===== src/rtl/spi_target_if.sv =====
// SPI target pin and result bundle: initiator-side pins plus the parallel
// response/result word seen by the host logic.
interface spi_target_if #(
  parameter int unsigned MAX_BYTES = 4
) ();
  localparam int unsigned RXBW = $clog2(MAX_BYTES + 1);

  logic                       CPOL;
  logic                       CPHA;
  logic                       CS_n;
  logic                       PCLK;
  logic                       COPI;
  logic                       CIPO;
  logic                       CIPO_OE;
  logic [MAX_BYTES-1:0][7:0]  D_TX;
  logic [MAX_BYTES-1:0][7:0]  Q_RX;
  logic [RXBW-1:0]            RX_BYTES;
  logic                       BUSY;
  logic                       DONE;
  logic                       FRAME_ERR;
  logic                       OVERFLOW;

  modport slave (
    input  CPOL, CPHA, CS_n, PCLK, COPI, D_TX,
    output CIPO, CIPO_OE, Q_RX, RX_BYTES, BUSY, DONE, FRAME_ERR, OVERFLOW
  );

  modport master (
    output CPOL, CPHA, CS_n, PCLK, COPI, D_TX,
    input  CIPO, CIPO_OE, Q_RX, RX_BYTES, BUSY, DONE, FRAME_ERR, OVERFLOW
  );
endinterface


===== src/rtl/spi_target.sv =====
// SPI target with oversampled pins: receives 1..MAX_BYTES byte frames on COPI
// and returns a response latched at frame start on CIPO, all four CPOL/CPHA modes.
module spi_target #(
  parameter int unsigned MAX_BYTES   = 4,
  parameter int unsigned SYNC_STAGES = 2
) (
  input  logic        clk,
  input  logic        rst_n,
  spi_target_if.slave bus
);

  localparam int unsigned NBITS = MAX_BYTES * 8;
  localparam int unsigned CNTW  = $clog2(NBITS + 2);
  localparam int unsigned RXBW  = $clog2(MAX_BYTES + 1);
  localparam int unsigned CH    = SYNC_STAGES + 2;

  localparam logic [CNTW-1:0] CNT_FULL = CNTW'(NBITS);
  localparam logic [CNTW-1:0] CNT_SAT  = CNTW'(NBITS + 1);

  typedef enum logic [1:0] {IDLE, ACTIVE, FINISH} state_e;

  // Synchronizer chains; the top two CS/PCLK stages form the edge-detect pair.
  logic [CH-1:0] cs_ch_q, pclk_ch_q, vld_q;
  logic [CH-2:0] copi_ch_q;

  always_ff @(posedge clk or negedge rst_n) begin
    if (!rst_n) begin
      cs_ch_q   <= '1;
      pclk_ch_q <= '0;
      copi_ch_q <= '0;
      vld_q     <= '0;
    end else begin
      cs_ch_q   <= {cs_ch_q[CH-2:0], bus.CS_n};
      pclk_ch_q <= {pclk_ch_q[CH-2:0], bus.PCLK};
      copi_ch_q <= {copi_ch_q[CH-3:0], bus.COPI};
      vld_q     <= {vld_q[CH-2:0], 1'b1};
    end
  end

  logic cs_cur, cs_prev, pclk_cur, pclk_prev, copi_cur;
  assign cs_cur    = cs_ch_q[CH-2];
  assign cs_prev   = cs_ch_q[CH-1];
  assign pclk_cur  = pclk_ch_q[CH-2];
  assign pclk_prev = pclk_ch_q[CH-1];
  assign copi_cur  = copi_ch_q[CH-2];

  state_e            state_q, state_d;
  logic              cpol_q, cpol_d, cpha_q, cpha_d;
  logic [NBITS-1:0]  tx_q, tx_d, rx_q, rx_d, q_rx_q, q_rx_d;
  logic [CNTW-1:0]   cnt_q, cnt_d;
  logic [2:0]        ph_q, ph_d;
  logic              cipo_q, cipo_d, oe_q, oe_d, busy_q, busy_d, done_q, done_d;
  logic              ferr_q, ferr_d, ovf_q, ovf_d;
  logic [RXBW-1:0]   rx_bytes_q, rx_bytes_d;

  logic [NBITS-1:0]  d_tx_c;
  logic              lead_c, trail_c, sample_c, shift_c, cs_fall_c, cs_rise_c;

  assign d_tx_c = bus.D_TX;

  // A CS fall only counts once a genuine high sample has reached the compare stage.
  assign cs_fall_c = vld_q[CH-1] & cs_prev & ~cs_cur;
  assign cs_rise_c = ~cs_prev & cs_cur;
  assign lead_c    = (pclk_prev == cpol_q) && (pclk_cur != cpol_q);
  assign trail_c   = (pclk_prev != cpol_q) && (pclk_cur == cpol_q);
  assign sample_c  = cpha_q ? trail_c : lead_c;
  assign shift_c   = cpha_q ? lead_c : trail_c;

  always_comb begin
    state_d    = state_q;
    cpol_d     = cpol_q;
    cpha_d     = cpha_q;
    tx_d       = tx_q;
    rx_d       = rx_q;
    q_rx_d     = q_rx_q;
    cnt_d      = cnt_q;
    ph_d       = ph_q;
    cipo_d     = cipo_q;
    oe_d       = oe_q;
    busy_d     = busy_q;
    done_d     = 1'b0;
    ferr_d     = ferr_q;
    ovf_d      = ovf_q;
    rx_bytes_d = rx_bytes_q;

    unique case (state_q)
      IDLE: begin
        if (cs_fall_c) begin
          state_d = ACTIVE;
          cpol_d  = bus.CPOL;
          cpha_d  = bus.CPHA;
          rx_d    = '0;
          cnt_d   = '0;
          ph_d    = '0;
          busy_d  = 1'b1;
          oe_d    = 1'b1;
          // CPHA=0 needs the first bit on the wire before the first leading edge.
          if (bus.CPHA) begin
            tx_d   = d_tx_c;
            cipo_d = 1'b0;
          end else begin
            tx_d   = {d_tx_c[NBITS-2:0], 1'b0};
            cipo_d = d_tx_c[NBITS-1];
          end
        end
      end

      ACTIVE: begin
        if (cs_rise_c) begin
          state_d    = FINISH;
          q_rx_d     = rx_q;
          rx_bytes_d = (cnt_q >= CNT_FULL) ? RXBW'(MAX_BYTES) : RXBW'(cnt_q >> 3);
          ferr_d     = (ph_q != 3'd0);
          ovf_d      = (cnt_q > CNT_FULL);
          done_d     = 1'b1;
          busy_d     = 1'b0;
          oe_d       = 1'b0;
          cipo_d     = 1'b0;
        end else begin
          if (sample_c) begin
            rx_d = {rx_q[NBITS-2:0], copi_cur};
            ph_d = ph_q + 3'd1;
            if (cnt_q != CNT_SAT) cnt_d = cnt_q + CNTW'(1);
          end
          if (shift_c) begin
            cipo_d = tx_q[NBITS-1];
            tx_d   = {tx_q[NBITS-2:0], 1'b0};
          end
        end
      end

      FINISH: state_d = IDLE;

      default: state_d = IDLE;
    endcase
  end

  always_ff @(posedge clk or negedge rst_n) begin
    if (!rst_n) begin
      state_q    <= IDLE;
      cpol_q     <= 1'b0;
      cpha_q     <= 1'b0;
      tx_q       <= '0;
      rx_q       <= '0;
      q_rx_q     <= '0;
      cnt_q      <= '0;
      ph_q       <= '0;
      cipo_q     <= 1'b0;
      oe_q       <= 1'b0;
      busy_q     <= 1'b0;
      done_q     <= 1'b0;
      ferr_q     <= 1'b0;
      ovf_q      <= 1'b0;
      rx_bytes_q <= '0;
    end else begin
      state_q    <= state_d;
      cpol_q     <= cpol_d;
      cpha_q     <= cpha_d;
      tx_q       <= tx_d;
      rx_q       <= rx_d;
      q_rx_q     <= q_rx_d;
      cnt_q      <= cnt_d;
      ph_q       <= ph_d;
      cipo_q     <= cipo_d;
      oe_q       <= oe_d;
      busy_q     <= busy_d;
      done_q     <= done_d;
      ferr_q     <= ferr_d;
      ovf_q      <= ovf_d;
      rx_bytes_q <= rx_bytes_d;
    end
  end

  assign bus.CIPO      = cipo_q;
  assign bus.CIPO_OE   = oe_q;
  assign bus.Q_RX      = q_rx_q;
  assign bus.RX_BYTES  = rx_bytes_q;
  assign bus.BUSY      = busy_q;
  assign bus.DONE      = done_q;
  assign bus.FRAME_ERR = ferr_q;
  assign bus.OVERFLOW  = ovf_q;

endmodule


===== src/flat_wrapper.sv =====
// flat-port wrapper written by rule: the top's interface ports become plain ports
module spi_target_flat 
#(
  parameter int unsigned MAX_BYTES   = 4,
  parameter int unsigned SYNC_STAGES = 2
)
  (clk, rst_n, bus_CPOL, bus_CPHA, bus_CS_n, bus_PCLK, bus_COPI, bus_D_TX, bus_CIPO, bus_CIPO_OE, bus_Q_RX, bus_RX_BYTES, bus_BUSY, bus_DONE, bus_FRAME_ERR, bus_OVERFLOW);
  spi_target_if #(.MAX_BYTES(MAX_BYTES)) bus_i ();
  input  logic clk;
  input  logic rst_n;
  input wire logic [$bits(bus_i.CPOL)-1:0] bus_CPOL;
  input wire logic [$bits(bus_i.CPHA)-1:0] bus_CPHA;
  input wire logic [$bits(bus_i.CS_n)-1:0] bus_CS_n;
  input wire logic [$bits(bus_i.PCLK)-1:0] bus_PCLK;
  input wire logic [$bits(bus_i.COPI)-1:0] bus_COPI;
  input wire logic [$bits(bus_i.D_TX)-1:0] bus_D_TX;
  output wire logic [$bits(bus_i.CIPO)-1:0] bus_CIPO;
  output wire logic [$bits(bus_i.CIPO_OE)-1:0] bus_CIPO_OE;
  output wire logic [$bits(bus_i.Q_RX)-1:0] bus_Q_RX;
  output wire logic [$bits(bus_i.RX_BYTES)-1:0] bus_RX_BYTES;
  output wire logic [$bits(bus_i.BUSY)-1:0] bus_BUSY;
  output wire logic [$bits(bus_i.DONE)-1:0] bus_DONE;
  output wire logic [$bits(bus_i.FRAME_ERR)-1:0] bus_FRAME_ERR;
  output wire logic [$bits(bus_i.OVERFLOW)-1:0] bus_OVERFLOW;
  assign bus_i.CPOL = bus_CPOL;
  assign bus_i.CPHA = bus_CPHA;
  assign bus_i.CS_n = bus_CS_n;
  assign bus_i.PCLK = bus_PCLK;
  assign bus_i.COPI = bus_COPI;
  assign bus_i.D_TX = bus_D_TX;
  assign bus_CIPO = bus_i.CIPO;
  assign bus_CIPO_OE = bus_i.CIPO_OE;
  assign bus_Q_RX = bus_i.Q_RX;
  assign bus_RX_BYTES = bus_i.RX_BYTES;
  assign bus_BUSY = bus_i.BUSY;
  assign bus_DONE = bus_i.DONE;
  assign bus_FRAME_ERR = bus_i.FRAME_ERR;
  assign bus_OVERFLOW = bus_i.OVERFLOW;
  spi_target #(.MAX_BYTES(MAX_BYTES), .SYNC_STAGES(SYNC_STAGES)) u_core (.clk(clk), .rst_n(rst_n), .bus(bus_i));
endmodule

===== config.mk =====
export PLATFORM = sky130hd
export DESIGN_NAME = spi_target_flat
export DESIGN_NICKNAME = d
export VERILOG_FILES = /design/src/rtl/spi_target_if.sv /design/src/rtl/spi_target.sv /design/src/flat_wrapper.sv
export SDC_FILE = /design/constraint.sdc
export NUM_CORES = 1
export LEC_CHECK = 0
export CORE_MARGIN = 1.5
export CORE_UTILIZATION = 55
export DETAILED_ROUTE_END_ITERATION = 10
export PLACE_DENSITY = 0.88
export SETUP_SLACK_MARGIN = 0.15
export SKIP_LAST_GASP = 1
export SYNTH_ARGS = -nofsm -noshare
export SYNTH_HDL_FRONTEND = slang
export SYNTH_SLANG_ARGS = --single-unit

===== constraint.sdc =====
create_clock -name clk -period 1.95 [get_ports clk]
set_input_delay 0.39 -clock clk [delete_from_list [all_inputs] [get_ports clk]]
set_output_delay 0.39 -clock clk [all_outputs]
set_load 0.02 [all_outputs]

=== Word-level counts from Yosys, hierarchy flattened ===
Index checks and enable logic that the tools add are counted.

* Flip-flop bits (word level): 132
* Logic and storage cells: 87

* $add $sub $neg: 2
* Eq/ne operators: 13
* Multiplexer cells: 34
* Bitwise logic cells: 5
* Order comparisons: 2
* Reductions and logical operators: 13

{| class="wikitable"
|+ Operator list
! operator !! count
|-
| 32-bit 2-to-1 mux || 7
|-
| 32-bit case mux with 2 select lines || 2
|-
| 6-bit 2-to-1 mux || 4
|-
| 3-bit 2-to-1 mux || 4
|-
| 6-bit case mux with 2 select lines || 1
|-
| 1-bit 2-to-1 mux || 10
|-
| 2-bit by 1-bit inequality test with 1-bit output (second input constant) || 5
|-
| 4-bit AND reduction || 2
|-
| 6-bit by 1-bit adder with 6-bit output (second input constant) || 1
|-
| 6-bit greater-or-equal comparator (second input constant) || 1
|-
| 6-bit > comparator (second input constant) || 1
|-
| 6-bit inequality test (second input constant) || 1
|-
| 3-bit case mux with 2 select lines || 1
|-
| 2-bit AND reduction || 3
|-
| 3-bit AND reduction || 2
|-
| 5-bit AND reduction || 1
|-
| 2-bit 2-to-1 mux || 2
|-
| 1-bit case mux with 2 select lines || 2
|-
| 2-bit case mux with 2 select lines || 1
|-
| 3-bit by 1-bit adder with 3-bit output (second input constant) || 1
|-
| 1-bit AND || 3
|-
| 3-bit by 1-bit inequality test with 1-bit output (second input constant) || 1
|-
| 3-bit nonzero test || 1
|-
| 1-bit equality test || 2
|-
| 7 further kinds || 10
|}

=== Longest topological paths before layout ===
Gate-level depths: netlist of the first run.

* Depth in word-level cells: 6
* Gate-level depth with buffers: 7
* Depth with buffers taken out: 5

=== Worst setup path before layout of the first run ===
Ideal clock, no wire load.

* Path type: register to register
* From: reg u_core.cs_ch_q[2]
* To: reg u_core.tx_q[10]
* Path slack: 0.170 ns
* Library setup time: 0.125 ns
* Stages on the path, launching flop included: 6
* Required time: 1.825 ns
* Path buffers: 1
* Arrival: 1.655 ns
* Cells stage by stage: dfstp_2 and3b_1 o31ai_4 a21oi_4 buf_6 mux2_4

* Longest elaborated chain between the ends: 4
* Elaborated cells between the ends (all ways): 6

{| class="wikitable"
|+ Ends and longest elaborated chain
! item !! RTL line !! text
|-
| from (decl) || spi_target.sv:23 || <nowiki>logic [CH-1:0] cs_ch_q, pclk_ch_q, vld_q;</nowiki>
|-
| from (signal assigned) || spi_target.sv:33 || <nowiki>cs_ch_q <= {cs_ch_q[CH-2:0], bus.CS_n};</nowiki>
|-
| 1-bit NOT || spi_target.sv:62 || <nowiki>assign cs_fall_c = vld_q[CH-1] & cs_prev & ~cs_cur;</nowiki>
|-
| 1-bit AND || spi_target.sv:62 ||
|-
| 2-bit by 1-bit inequality test with 1-bit output (no source line) || n/a ||
|-
| 4-bit AND reduction (no source line) (*) || n/a ||
|-
| to (signal assigned) || spi_target.sv:159 || <nowiki>tx_q <= tx_d;</nowiki>
|-
| to (decl) || spi_target.sv:49 || <nowiki>logic [NBITS-1:0] tx_q, tx_d, rx_q, rx_d, q_rx_q, q_rx_d;</nowiki>
|}

Every way passes the cells marked *; elsewhere a longest branch is shown, timed or not.
A chain may end at the register's enable or synchronous reset.

=== Final worst setup path of the first run ===
* From: reg u_core.cs_ch_q[2]
* To: reg u_core.rx_q[22]

* Longest elaborated chain between the ends: 4
* Elaborated cells between the ends (all ways): 6

{| class="wikitable"
|+ Ends and longest elaborated chain
! item !! RTL line !! text
|-
| 1-bit NOT || spi_target.sv:62 ||
|-
| 1-bit AND || spi_target.sv:62 ||
|-
| 2-bit by 1-bit inequality test with 1-bit output (no source line) || n/a ||
|-
| 4-bit AND reduction (no source line) (*) || n/a ||
|-
| to (signal assigned) || spi_target.sv:160 || <nowiki>rx_q <= rx_d;</nowiki>
|-
| to (decl) || spi_target.sv:49 ||
|}

Marked as above.

==> metrics.md, run 1 <==
| Metric | Value |
|---|---|
| Drt pass-1 iters | 5 |
| Port Buffers | between 70 and 80 |
| Syn nets | 597 |
| Post-synth EDFFs | 0 |
| Area post-placement | ~6900 um2 |
| CP arrival | 2.28 ns |
| Largest net degree at the start of global routing | 74 |
| CTS sink cnt | 132 |
| F_max | about 540 MHz |
| Final Hold Slack | 0.285 ns |
| CP required | 2.38 ns |
| Final min period | 1.86 ns |
| Yosys reg bits | 132 |
| # IOs | 80 |
| Worst hold path type | in -> reg |
| Yosys top cell area share | 53.8% |
| Nature of the critical path startpoint | register |
| Die H | approximately 110 um |
| Antenna Cells | 0 |
| Total Wirelength | 14,200 um |
| Wire per inst | 18.0 um |
| Root Buffer | clkbuf_8 |
| Worst-Margin Slew | between 0.7 and 0.8 ns |
| CP endpoint kind | register |
| Cells after Synth | 553 |
| Vias/cell | between 5 and 6 |
| CTS Buffer Depth | 2 |
| Final setup viols | 0 |
| Area contributors post-synth | dfrtp_1, mux2_4, o21ai_0 |
| TritonCTS clock tree | yes |
| Die width | between 100 and 150 um |
| Vias | 4,553 |
| Total die area | around 11,000 um2 |
| Finished Cell Area | 7640 um2 |
| Mapped Area | 5960 um2 |
| VDD IR max | roughly 650 uV |
| Worst-skew pair later-pin latency | 0.52 ns |
| Predominant post-synthesis flop cell | dfrtp_1 |
| Vias in the first global route | 4,536 |
| Status | finished clean |
| Final Hold Vio Count | 0 |
| Layout area overhead | 28.4% |
| Post-synth ARST share | 100% |
| MaxCap Viol Count | 0 |
| Sequential share of the synthesized area | 55.5% |
| # fillers | 668 |
| Final HPWL DP | between 8000 and 9000 um |
| Nets | 682 |
| First-pass GRT wire length | 22,300 um |
| DR DRC count | 0 |
| Post-route antenna net violation count | 0 |
| Hold Crit Start | bus_CS_n |
| Final Wtd Congestion | slightly below 0.8 |
| Skew final | about 0.011 ns |
| Leak Pwr | 3.59 nW |
| Setup CP Type | reg -> reg |
| Post-synth cell types | 47 |
| Row count | 37 |
| CTS H-tree lvls | 4 |
| Area leader, netlist | dfrtp_1 |
| Num CTS Buffers | 17 |
| Global router's overall resource usage | 24.9% |
| Crit path from | u_core.cs_ch_q[2]$_DFF_PN1_ |
| Synth warn | 0 |
| Unrepaired setup endpoints after global routing | yes |
| Period utilization | between 90% and 100% |
| Share of cells above drive strength 1 | 17.4% |
| GR Overflow Total | 0 |
| Initial Utilization | 57.2% |
| Max FO, Critical Path | 34 |
| First DRT Iteration DRCs | approximately 450 |
| Post-Syn Area per Cell | 10.8 um2 |
| Setup TNS | 0 ns |
| Core Region | 10,400 um2 |
| Slew Limit Fails | 0 |
| R2r startpoint | u_core.cs_ch_q[2]$_DFF_PN1_ |
| Reg clk slew, reported paths | 0.06 ns |
| Cell Pwr Density | 1180 nW/um2 |
| Relative slew slack | between 50% and 60% |
| Initial antenna violation count | 0 |
-- flip-flops by register name, summed over array words and instances (netlist names) --
register and count:
u_core.cpol_q 1, u_core.bus.CIPO 1, u_core.tx_q 32, u_core.pclk_ch_q 4, u_core.bus.RX_BYTES 3, u_core.rx_q 32
u_core.ph_q 3, u_core.cs_ch_q 4, u_core.cpha_q 1, u_core.bus.CIPO_OE 1, u_core.cnt_q 6, u_core.bus.DONE 1
u_core.bus.FRAME_ERR 1, u_core.copi_ch_q 3, u_core.bus.Q_RX 32, u_core.vld_q 4, u_core.bus.OVERFLOW 1, u_core.state_q 2
-- through the flow --
stage | power (mW) | setup WS [ns] | instances | utilization [%]
CTS | 8.79 | 0.128 | 783 | 72.2
finish | 8.99 | 0.0946 | 787 | 73.4
detailed placement | 5.57 | 0.0931 | 743 | 66.1
global route | 9.35 | 0.0438 | 787 | 73.4
floorplan | 4.99 | 0.170 | 553 | -
global placement | 5.42 | 0.190 | 743 | 66.1
-- cells in the final DEF, fill, tap and decap left out, drive strengths merged, types with 2 or more instances in the layout --
cell | Yosys | layout
mux2 | 34 | 34
o22ai | 2 | 2
nand3 | 5 | 5
nand2b | 2 | 2
nand4 | 35 | 35
o31ai | 2 | 2
and3 | 2 | 2
buf | 19 | 24
nor3 | 3 | 3
nor2b | 5 | 5
a211o | 2 | 2
o21ai | 100 | 100
bufinv | 0 | 2
inv | 47 | 54
mux2i | 35 | 35
nor2 | 3 | 3
nor4 | 3 | 3
clkinv | 0 | 5
dlygate4sd2 | 0 | 41
nand2 | 76 | 76
clkbuf | 19 | 19
dfrtp | 128 | 128
dfstp | 4 | 4
a21oi | 6 | 6
clkdlybuf4s50 | 0 | 36
ha | 5 | 5
-- Yosys cell counts (3+ instances only) --
cell	n
buf_4	3
ha_1	5
a21oi_1	4
mux2_2	5
mux2_4	29
o21ai_1	20
nor3_1	3
buf_6	3
mux2i_1	35
nand2_1	76
nor2_1	3
nor2b_1	5
inv_1	46
buf_2	11
nor4_1	3
o21ai_0	80
nand3_1	5
dfrtp_1	128
nand4_1	35
clkbuf_1	19
dfstp_2	4
-- power breakdown --
| part | switching, mW | leakage (nW) | total (mW) | internal (mW) |
|---|---|---|---|---|
| Clock | 1.26 | 0.287 | 3.11 | 1.85 |
| Combinational | 1.18 | 1.57 | 2.38 | 1.20 |
| Sequential | 0.315 | 1.73 | 3.50 | 3.19 |
| Total | 2.75 | 3.59 | 8.99 | 6.24 |
-- area by class of cell --
| type | instances | area, um2 | area share, % |
|---|---|---|---|
| sequential | 132 | 3310 | 43.3 |
| inverter | 47 | 181 | 2.37 |
| multi-input combinational | 336 | 2340 | 30.7 |
| timing repair buffer | 104 | 1060 | 13.9 |
| clock inverter | 15 | 166 | 2.18 |
| tap | 136 | 170 | 2.23 |
| clock buffer | 17 | 414 | 5.42 |
-- worst max-delay path: stages (launching register included) --
cell and delay, ns:
dfstp_2 0.53, buf_4 0.12, nor2b_1 0.06, o31ai_4 0.30, buf_4 0.18, buf_6 0.13
a21oi_2 0.05, buf_12 0.18, o21ai_0 0.19
-- what timing repair did --
| action | 4_1_cts | 5_1_grt |
|---|---|---|
| buffers inserted | 6 | 2 |
| pin swaps | 2 | 3 |
| setup endpoints to repair | 92 | 62 |
| resized for setup | 51 | 23 |
| gates cloned | 1 | 2 |
| hold buffers | 1 | 0 |
| endpoints found under the hold margin | 19 | 0 |
-- layer usage --
layer / share of wire, % / global-route usage, %
met5: 0 / 0
met3: 5.7 / 6.14
met1: 41 / 32.9
met2: 51 / 40.1
met4: 2.2 / 9.14
-- logic make-up (layout without fill, tap and decap cells) --
logic type | count (synthesis) | after routing | share of synthesized area, %
xor+xnor | 1 | 1 | 0.273
flops | 132 | 132 | 55.5
mux | 69 | 69 | 14.1
other cells | 1 | 1 | 0.0630
simple gates | 138 | 138 | 11.2
compound gates | 122 | 122 | 11.6
buf+inv | 85 | 183 | 6.16
fa+ha+maj | 5 | 5 | 1.05
-- worst paths after layout --
kind / endpoint / slack [ns] / cells past startpoint
max: u_core.rx_q[22]$_DFFE_PN0P_ / 0.09 / 8
min in group asynchronous: u_core.tx_q[6]$_DFFE_PN0P_ / 0.31 / 2
max in group asynchronous: u_core.cs_ch_q[1]$_DFF_PN1_ / 1.02 / 3
min: u_core.cs_ch_q[0]$_DFF_PN1_ / 0.28 / 1
min reg2reg: u_core.vld_q[1]$_DFF_PN0_ / 0.35 / 0
max reg2reg: u_core.rx_q[22]$_DFFE_PN0P_ / 0.09 / 8
(Power assumes the default switching activity.)
==> run 2, diff against run 1 <==
- CAP_MARGIN: unset -> 5
==> results of run 2 <==
The final DEF is identical to that of run 1; final timing and power are the same.
==> run 3, diff against run 2 <==
- CAP_MARGIN: 5 -> unset
- GPL_TIMING_DRIVEN: unset -> 0
- REMOVE_ABC_BUFFERS: unset -> 1
==> run 3 against run 2 <==
  * Clock power up 9.6%
  * Critical path depth decreased by 1
  * Die area is the same
==> metrics.md, run 3 (synthesized netlist as in run 1, its figures left out) <==
| Metric | Value |
|---|---|
| Status | finished clean |
| Setup CP Type | reg -> reg |
| Share of cells above drive strength 1 | 22.1% (+4.7 points) |
| CP endpoint kind | register |
| CP max stage cell | dfstp_2 |
| Core Region | 10,400 um2 (unchanged) |
| Worst-Margin Slew | 0.948 ns (+0.209 ns) |
| Antenna Cells | 0 (unchanged) |
| Final Hold Vio Count | 0 (unchanged) |
| Vias in the first global route | 4,650 (+2.5%) |
| Critical Path Max Stage Delay | 0.56 ns (+0.03 ns) |
| Leak Pwr | 3.79 nW (+5.5%) |
| TritonCTS clock tree | yes |
| VDD IR max | 648 uV (about the same) |
| Final HPWL DP | 7500 um (-8.3%) |
| Post-Place Cells | 734 (-1.2%) |
| CTS sink cnt | 132 (unchanged) |
| Post-route antenna net violation count | 0 (unchanged) |
| CTS H-tree lvls | 4 (unchanged) |
| Reg clk slew, reported paths | 0.06 ns (about the same) |
| First DRT Iteration DRCs | 376 (-16%) |
| Most frequent cells in the layout | dfrtp_1, nand2_1, o21ai_0 |
| Die H | 107 um (unchanged) |
| Cell Pwr Density | 1210 nW/um2 (+3.0%) |
| Vias/cell | 5.85 (+1.1%) |
| Final setup viols | 0 (unchanged) |
| Slew Limit Fails | 0 (unchanged) |
| Initial antenna violation count | 0 (unchanged) |
| # fillers | 637 (-4.6%) |
| MaxCap Viol Count | 0 (unchanged) |
| Drt pass-1 iters | 5 (unchanged) |
| Final Wtd Congestion | 0.816 (+4.3%) |
| # IOs | 80 (unchanged) |
| Period utilization | 96.6% (+1.5 points) |
| Vias | 4,687 (+2.9%) |
| Port Buffers | 79 (unchanged) |
| Skew final | 0.00743 ns (-0.00310 ns) |
| DR DRC count | 0 (unchanged) |
| CTS Buffer Depth | 2 (unchanged) |
| Total Wirelength | 15,300 um (+7.8%) |
| Die width | 107 um (unchanged) |
| Most used cell along the critical path | buf_12 |
| Delay-heaviest family, CP | flip-flops |
| Total die area | 11,500 um2 (unchanged) |
| Worst hold path type | in -> reg |
| Row count | 37 (unchanged) |
| Layout area overhead | 35.9% |
| Most common cell after layout, fill and taps aside | dfrtp_1 |
| CP required | 2.35 ns (-0.03 ns) |
| Unrepaired setup endpoints after global routing | yes |
| Global router's overall resource usage | 26.0% (+1.1 points) |
| Nature of the critical path startpoint | register |
| CP bufs+invs | 3 (-1) |
| Wire per inst | 19.1 um (+5.9%) |
| Largest net degree at the start of global routing | 109 (+47%) |
| Max FO, Critical Path | 5 (-85%) |
| F_max | 531 MHz (-1.5%) |
| Num CTS Buffers | 17 (unchanged) |
| First-pass GRT wire length | 23,000 um (+3.4%) |
| Worst-path cell chain | and3b_2 > o31ai_4 > buf_12 > buf_12 > a21oi_4 > buf_6 > mux2_4 |
| Fin cells | 801 (+1.8%) |
| Final core utilization | 77.7% (+4.3 points) |
| Worst-skew pair later-pin latency | 0.52 ns (about the same) |
| Relative slew slack | 36.8% (-14 points) |
| Initial Utilization | 57.2% (unchanged) |
| Root Buffer | clkbuf_8 |
| Nets | 697 (+2.2%) |
| Final min period | 1.88 ns (+0.0285 ns) |
| GR Overflow Total | 0 (unchanged) |
| CP arrival | 2.28 ns (about the same) |
## run 3: cell types whose count changed in the layout (fill, tap and decap cells not counted), moves of 3 or more
cell	change
bufinv_16	+3
mux2_4	+3
o21ai_0	-3
o21ai_1	-11
a21oi_4	+3
inv_6	-5
o21ai_2	+14
buf_6	+6
## run 3: per-layer routing
layer  global-route usage (%)  part of all wire, %  up-vias
li1                         -                    -     2124
met5                        0                    0        -
met1                     33.2                   41     2354
met4                     11.0                  1.7        0
met3                     6.69                  6.7       24
met2                     42.1                   51      185
## run 3: worst register-to-register path: stages, from the launching register on
cell and delay (ns):
dfstp_2 0.56, and3b_2 0.21, o31ai_4 0.07, buf_12 0.14
buf_12 0.12, a21oi_4 0.18, buf_6 0.18, mux2_4 0.31
## run 3: per-stage QoR
step	worst slack [ns]	total power, mW	hold WS (ns)	setup TNS, ns	cell area (um2)
detailed placement	-0.666	5.53	0.263	-43.29	6820
global placement	-7.19	5.41	0.332	-1232.00	6730
floorplan	-4.64	4.88	0.0944	-414.87	5770
finish	0.0661	9.80	0.287	0	8090
global route	0.0249	10.2	0.268	0	8090
CTS	0.0573	9.44	0.266	0	7840
## run 3: path summary, 6_finish.rpt
check                                                 to                   startpoint  slack (ns)  cells past startpoint
min reg2reg                    u_core.vld_q[3]$_DFF_PN0_    u_core.vld_q[2]$_DFF_PN0_        0.35                      0
max                          u_core.tx_q[16]$_DFFE_PN0P_  u_core.cs_ch_q[3]$_DFF_PN1_        0.07                      7
min in group asynchronous    u_core.tx_q[19]$_DFFE_PN0P_                        rst_n        0.30                      2
max in group asynchronous  u_core.state_q[0]$_DFFE_PN0P_                        rst_n        0.85                      3
max reg2reg                  u_core.tx_q[16]$_DFFE_PN0P_  u_core.cs_ch_q[3]$_DFF_PN1_        0.07                      7
min                          u_core.cs_ch_q[0]$_DFF_PN1_                     bus_CS_n        0.29                      1
## run 3: layout make-up
type / count / area (um2) / area share (%)
clock buffers: 18 / 428 / 5.29
clock inverters: 13 / 208 / 2.57
inverters: 47 / 181 / 2.24
multi-input cells: 339 / 2510 / 31.0
flip-flops and latches: 132 / 3310 / 40.9
well taps: 136 / 170 / 2.10
repair buffers: 116 / 1290 / 15.9
## run 3: what timing repair did
item	4_1_cts	5_1_grt
hold buffers	1	0
endpoints found under the hold margin	24	0
setup endpoints to repair	155	95
pin swaps	4	4
gates cloned	6	3
resized for setup	69	46
setup buffers	17	9
## run 3: power breakdown
group / switching, mW / total, mW / internal, mW
clock: 1.18 / 3.41 / 2.23
sequential: 0.325 / 3.52 / 3.19
combinational: 1.38 / 2.88 / 1.49
total: 2.89 / 9.80 / 6.92
